==> config.mk <==
export PLATFORM = sky130hd
export DESIGN_NAME = bram_stream_reader
export DESIGN_NICKNAME = d
export VERILOG_FILES = /design/src/rtl/bram_stream_reader.sv
export SDC_FILE = /design/constraint.sdc
export NUM_CORES = 1
export LEC_CHECK = 0
export BUFFER_PORTS_ARGS = -buffer_cell sky130_fd_sc_hd__buf_4
export CAP_MARGIN = 0
export CORE_MARGIN = 3
export CORE_UTILIZATION = 60
export DETAILED_ROUTE_END_ITERATION = 6
export HOLD_SLACK_MARGIN = 0.06
export PLACE_DENSITY_LB_ADDON = 0.12
export SETUP_SLACK_MARGIN = 0.05
export SYNTH_ARGS = -nofsm -noshare
export SYNTH_HDL_FRONTEND = slang
export SYNTH_SLANG_ARGS = --single-unit
export TNS_END_PERCENT = 1
==> constraint.sdc <==
create_clock -name i_CLK -period 8.2 [get_ports i_CLK]
set_input_delay 2.46 -clock i_CLK [delete_from_list [all_inputs] [get_ports i_CLK]]
set_output_delay 2.46 -clock i_CLK [all_outputs]
set_load 0.005 [all_outputs]
==> src/rtl/bram_stream_reader.sv <==
// rtl/bram_stream_reader.sv - sequential line-memory reader streaming words through a 2-entry skid FIFO
module bram_stream_reader #(
    parameter int RAM_WIDTH  = 13,
    parameter int NB_ADDRESS = 10
) (
    input  logic                  i_CLK,
    input  logic                  i_reset,
    input  logic                  i_start,
    input  logic [NB_ADDRESS-1:0] i_baseAdd,
    input  logic [NB_ADDRESS:0]   i_length,
    output logic [NB_ADDRESS-1:0] o_readAdd,
    input  logic [RAM_WIDTH-1:0]  i_memData,
    output logic [RAM_WIDTH-1:0]  o_data,
    output logic                  o_valid,
    input  logic                  i_ready,
    output logic                  o_busy,
    output logic                  o_done
);

    typedef enum logic [1:0] {
        IDLE,
        RUN,
        DRAIN
    } state_t;

    localparam logic [NB_ADDRESS-1:0] ADDR_ONE = 1;
    localparam logic [NB_ADDRESS:0]   CNT_ONE  = 1;

    state_t                 state;
    state_t                 state_next;
    logic [NB_ADDRESS-1:0]  addr_cnt;
    logic [NB_ADDRESS-1:0]  last_add;
    logic [NB_ADDRESS:0]    issue_cnt;
    logic [NB_ADDRESS:0]    remain_cnt;
    logic                   inflight;
    logic [RAM_WIDTH-1:0]   fifo_mem [2];
    logic                   wr_ptr;
    logic                   rd_ptr;
    logic [1:0]             fifo_count;
    logic                   pop;
    logic                   push;
    logic                   issue;
    logic                   accept;
    logic                   done_next;
    logic                   done_q;
    logic [2:0]             occ_next;

    assign o_valid  = (fifo_count != 2'd0);
    assign o_data   = fifo_mem[rd_ptr];
    assign pop      = o_valid && i_ready;
    assign push     = inflight;
    assign o_busy   = (state != IDLE);
    assign o_done   = done_q;

    // Occupancy the FIFO will have once this cycle's pop and pending capture settle;
    // issuing only while it is below 2 leaves room for the word this issue brings back.
    assign occ_next = {1'b0, fifo_count} + {2'b00, inflight} - {2'b00, pop};

    // The memory samples the address every cycle; when idle it keeps seeing the last one.
    assign o_readAdd = issue ? addr_cnt : last_add;

    always_ff @(posedge i_CLK) begin
        if (i_reset) begin
            state <= IDLE;
        end else begin
            state <= state_next;
        end
    end

    always_comb begin
        state_next = state;
        issue      = 1'b0;
        accept     = 1'b0;
        done_next  = 1'b0;
        case (state)
            IDLE: begin
                if (i_start) begin
                    if (i_length != '0) begin
                        accept     = 1'b1;
                        state_next = RUN;
                    end else begin
                        done_next  = 1'b1;
                    end
                end
            end
            RUN: begin
                issue = (issue_cnt != '0) && (occ_next < 3'd2);
                if ((issue_cnt == '0) || (issue && (issue_cnt == CNT_ONE))) begin
                    state_next = DRAIN;
                end
            end
            DRAIN: begin
                if ((remain_cnt == '0) || (pop && (remain_cnt == CNT_ONE))) begin
                    state_next = IDLE;
                    done_next  = 1'b1;
                end
            end
            default: begin
                state_next = IDLE;
            end
        endcase
    end

    always_ff @(posedge i_CLK) begin
        if (i_reset) begin
            addr_cnt    <= '0;
            last_add    <= '0;
            issue_cnt   <= '0;
            remain_cnt  <= '0;
            inflight    <= 1'b0;
            wr_ptr      <= 1'b0;
            rd_ptr      <= 1'b0;
            fifo_count  <= 2'd0;
            fifo_mem[0] <= '0;
            fifo_mem[1] <= '0;
            done_q      <= 1'b0;
        end else begin
            done_q   <= done_next;
            inflight <= issue;
            last_add <= o_readAdd;

            if (accept) begin
                addr_cnt   <= i_baseAdd;
                issue_cnt  <= i_length;
                remain_cnt <= i_length;
            end else begin
                if (issue) begin
                    addr_cnt  <= addr_cnt + ADDR_ONE;
                    issue_cnt <= issue_cnt - CNT_ONE;
                end
                if (pop && (remain_cnt != '0)) begin
                    remain_cnt <= remain_cnt - CNT_ONE;
                end
            end

            if (push) begin
                fifo_mem[wr_ptr] <= i_memData;
                wr_ptr           <= ~wr_ptr;
            end
            if (pop) begin
                rd_ptr <= ~rd_ptr;
            end

            case ({push, pop})
                2'b10:   fifo_count <= fifo_count + 2'd1;
                2'b01:   fifo_count <= fifo_count - 2'd1;
                default: fifo_count <= fifo_count;
            endcase
        end
    end

endmodule

==> impl_summary.log <==
INFO  metric critPathKind = input port to output port
INFO  metric synth_top_family_by_area = simple AND/OR/NAND/NOR gates
INFO  metric drtIter0Drc = 239
INFO  metric register_area = 0.001802 mm²
INFO  metric total_switching_power = 0.3193 mW
INFO  metric tritoncts_clock_tree = built
INFO  metric multi_input_comb_area = between 0.0015 and 0.002 mm²
INFO  metric synth.largest_area_cell = sky130_fd_sc_hd__dfxtp_1
INFO  metric static-leakage-power = roughly 1.8 nW
INFO  metric status = completed
INFO  metric ctsLongestPathBuffers = 2
INFO  metric groute.usage.overall = 24.83%
INFO  metric rrSetupSlack = 4.81 ns
INFO  metric cap_viol_max_count = 0
INFO  metric final_min_period_over_clock_period = 87.68%
INFO  metric sequential_cell_area_fraction_in_the_yosys_report = 46.98%
INFO  metric netlist.area_leader.share = a little over a quarter
INFO  metric part_of_the_power_in_registers = roughly 45%
INFO  metric fin_total_pwr = approximately 1.0 mW
INFO  metric fin_crit = 7.190 ns
INFO  metric final_nets = 493
INFO  metric firstDrtPassIters = 5
INFO  metric internal_power_contribution = 0.7280 mW
INFO  metric dominant_register_cell_in_the_synthesized_netlist = sky130_fd_sc_hd__dfxtp_1
INFO  metric drt.antenna.violating_nets = 0
INFO  metric finClkSkew = ~0.0043 ns
INFO  metric detail_route.wl_per_cell = roughly 16 µm
INFO  metric clock_latency = 0.35 ns
INFO  metric rsz0062_at_grt = no
INFO  metric timing.final.ws_setup = between 1 and 1.5 ns
INFO  metric cts.hold.buffers_added = 0
INFO  metric synthCells = 391
INFO  metric synth_cell_types = 56
INFO  metric total_number_of_placement_rows = 28
INFO  metric route.detailed.vias_per_inst = 6.017
INFO  metric ctsHtreeMaxLevel = 3
INFO  metric cts_setup_buffers = 0
INFO  metric fp.dieH = 85.95 µm
INFO  metric worst-path-max-fanout = 15
INFO  metric core_area = around 0.0061 mm²
INFO  metric cts-root-buf = sky130_fd_sc_hd__clkbuf_8
INFO  metric area_fraction_in_compound_gates_after_synthesis = 15.07%
INFO  metric average_cell_area_after_synthesis = 9.808 µm²
INFO  metric design.die.area = 0.007387 mm²
INFO  metric p_comb_share = roughly 25%
INFO  metric grt_antenna_before_repair = 0
INFO  metric finalHoldWorstSlack = 0.4922 ns
INFO  metric grt_max_degree = 59
INFO  metric synthSimpleGateAreaFrac = 22.90%
INFO  metric vdd_drop_max = between 0.1 and 0.15 mV
INFO  metric endpoint_kind = output port
INFO  metric synth_area_leaders = sky130_fd_sc_hd__dfxtp_1 (27%), sky130_fd_sc_hd__edfxtp_1 (20%), sky130_fd_sc_hd__mux2_2 (6.2%)
INFO  metric dp_worst_setup_slack = 1.043 ns
INFO  metric timing.critical_path.arrival = 4.73 ns
INFO  metric floorplan.initialDensity = around 63%
INFO  metric timing_worst_slew_pin_value = 0.9344 ns
INFO  metric totalWireLength = 8582 µm
INFO  metric postLayoutCoreUtil = 75.04%
INFO  metric num_vias = 3177
INFO  metric clock-sinks = 77
INFO  metric critical_path.reg2reg.startpoint = fifo_count[1]
INFO  metric synth-edff-count = 26
INFO  metric yosysWarningCount = 0
INFO  metric clkSlewWorstSetupHoldPaths = 0.07 ns
INFO  metric min-delay-start = issue_cnt[1]
INFO  metric syn-num-nets = 436
INFO  metric chipWidth = 85.95 µm
INFO  metric regToRegEndpoint = addr_cnt[0]
INFO  metric synth_commonest_cells = sky130_fd_sc_hd__dfxtp_1 (51), sky130_fd_sc_hd__and2_1 (26), sky130_fd_sc_hd__edfxtp_1 (26), sky130_fd_sc_hd__nand2_1 (24), sky130_fd_sc_hd__a21oi_1 (23)
INFO  metric mappedNetlistArea = 0.003835 mm²
INFO  metric num-fill-cells = ~460
INFO  metric synthMostInstantiatedCell = sky130_fd_sc_hd__dfxtp_1
INFO  metric hold_path.class = register to register
INFO  metric cellPowerDensity = 230.3 mW/mm²
INFO  metric grt-ovfl-total = 0
INFO  metric hold_depth = 2
INFO  metric yosys_register_bits = 77
INFO  metric synth_mux_area_share = between 6 and 7%
INFO  metric max_slew_margin = 37.55%
INFO  metric fraction_of_registers_with_async_set_reset = 0%
INFO  metric drv_slew = 0
INFO  metric boundaryPins = 64
INFO  metric n_antenna_cell = 0
INFO  metric max_freq = between 100 and 150 MHz
INFO  metric first_global_vias = between 3000 and 4000
INFO  metric cts_repair_resize_count = 0
INFO  metric area_delta_synth_final = 18.60%
INFO  metric endpoint_worst_hold = issue_cnt[1]
INFO  metric cts-buffers-inserted = 9
INFO  metric dpl.hpwl = 5828 µm
INFO  metric finalHoldViolCount = 0
INFO  metric tns = 0 ns
INFO  metric switching_share = 30.49%
INFO  metric r2r.worst_path.cells = 9
INFO  metric p_clk_share = a little under 30%
INFO  metric first_pass_grt_wire_length = approximately 15000 µm
INFO  metric drc = 0
INFO  metric synthXorXnorAreaFrac = under 10%
INFO  metric timing.final.setup_violations = 0
INFO  metric post_route_cells_drive_above_1_share = 26.27%
INFO  metric place.port_buffers = 63
INFO  metric cp-start-kind = input port
INFO  metric finalWeightedCongestion = 0.7896
INFO  metric timing.critical_path.required = 5.74 ns
INFO  metric cp-startpoint = i_ready
INFO  metric share_of_synthesized_cell_area_in_full_adder_half_adder_and_majority_cells = around 2.5%
==> worst max path at each step <==
stage	cells after the start	slack, ns	to
after floorplan	10	1.44	o_readAdd[6]
after global placement	10	1.14	o_readAdd[9]
after detailed placement	10	1.04	o_readAdd[8]
after CTS	10	1.02	o_readAdd[8]
after global routing	10	0.84	o_readAdd[8]
final	10	1.01	o_readAdd[8]
==> layer usage <==
metal	vias up	GRT usage [%]	wire (µm)
met2	106	39.52	4238
met5	-	0	0
met3	12	4.323	506
met4	0	9.353	116
li1	1547	-	-
met1	1512	33.84	3720
==> layout make-up <==
| cell class | instances | area share [%] |
|---|---|---|
| Multi-Input combinational cell | 282 | 41.84 |
| Sequential cell | 77 | 39.61 |
| Timing Repair Buffer | 66 | 10.89 |
| Clock buffer | 12 | 2.971 |
| Tap cell | 75 | 2.063 |
| Clock inverter | 4 | 1.623 |
| Inverter | 12 | 0.9904 |
==> flip-flops by register name (all words and copies together), names as in the netlist, named ones only <==
| name | cells |
|---|---|
| issue_cnt | 11 |
| addr_cnt | 10 |
| remain_cnt | 11 |
| o_done | 1 |
| fifo_mem | 26 |
| last_add | 10 |
| rd_ptr | 1 |
| inflight | 1 |
| wr_ptr | 1 |
| fifo_count | 2 |
| state | 2 |
==> critical path, cell delays in order <==
cell,delay [ns]
sky130_fd_sc_hd__buf_4,0.11
sky130_fd_sc_hd__and3_1,0.21
sky130_fd_sc_hd__a21o_1,0.13
sky130_fd_sc_hd__nand2_1,0.07
sky130_fd_sc_hd__fa_1,0.40
sky130_fd_sc_hd__xnor2_1,0.25
sky130_fd_sc_hd__and3_1,0.33
sky130_fd_sc_hd__nand2_2,0.26
sky130_fd_sc_hd__mux2_2,0.37
sky130_fd_sc_hd__buf_4,0.14
==> power groups by stage <==
stage / Combinational (mW) / Sequential (mW) / Clock [mW]
3_3_place_gp: 0.255 / 0.478 / 0
4_1_cts: 0.264 / 0.473 / 0.310
5_1_grt: 0.295 / 0.481 / 0.327
2_1_floorplan: 0.192 / 0.469 / 0
6_report: 0.266 / 0.474 / 0.308
3_5_place_dp: 0.261 / 0.481 / 0
==> kinds of logic after synthesis <==
group,after synthesis
mux,22
xor+xnor,12
compound gates,88
simple gates,153
fa+ha+maj,7
flops,77
buf+inv,32
==> cells in the final DEF (no fill, tap or decap), drive strengths merged, types with 3 or more instances in the layout <==
| master | n |
|---|---|
| a211oi | 9 |
| a21oi | 23 |
| a22oi | 3 |
| a31oi | 10 |
| a32oi | 4 |
| and2 | 26 |
| and3 | 5 |
| buf | 66 |
| clkbuf | 12 |
| dfxtp | 51 |
| edfxtp | 26 |
| ha | 6 |
| inv | 12 |
| mux2 | 21 |
| nand2 | 25 |
| nand2b | 4 |
| nand3 | 10 |
| nand4 | 3 |
| nor2 | 22 |
| nor2b | 11 |
| nor3 | 15 |
| nor3b | 3 |
| nor4 | 8 |
| o211ai | 4 |
| o21ai | 15 |
| o22ai | 3 |
| o311ai | 4 |
| or2 | 4 |
| or3 | 6 |
| or3b | 3 |
| or4 | 3 |
| xnor2 | 9 |
| xor2 | 3 |
==> metrics by stage <==
step	std cells	area, µm²
final	528	4548
after global routing	528	4548
after CTS	528	4548
after detailed placement	512	4339
after global placement	512	4339
after floorplan	391	3835
(Power assumes the default switching activity.)
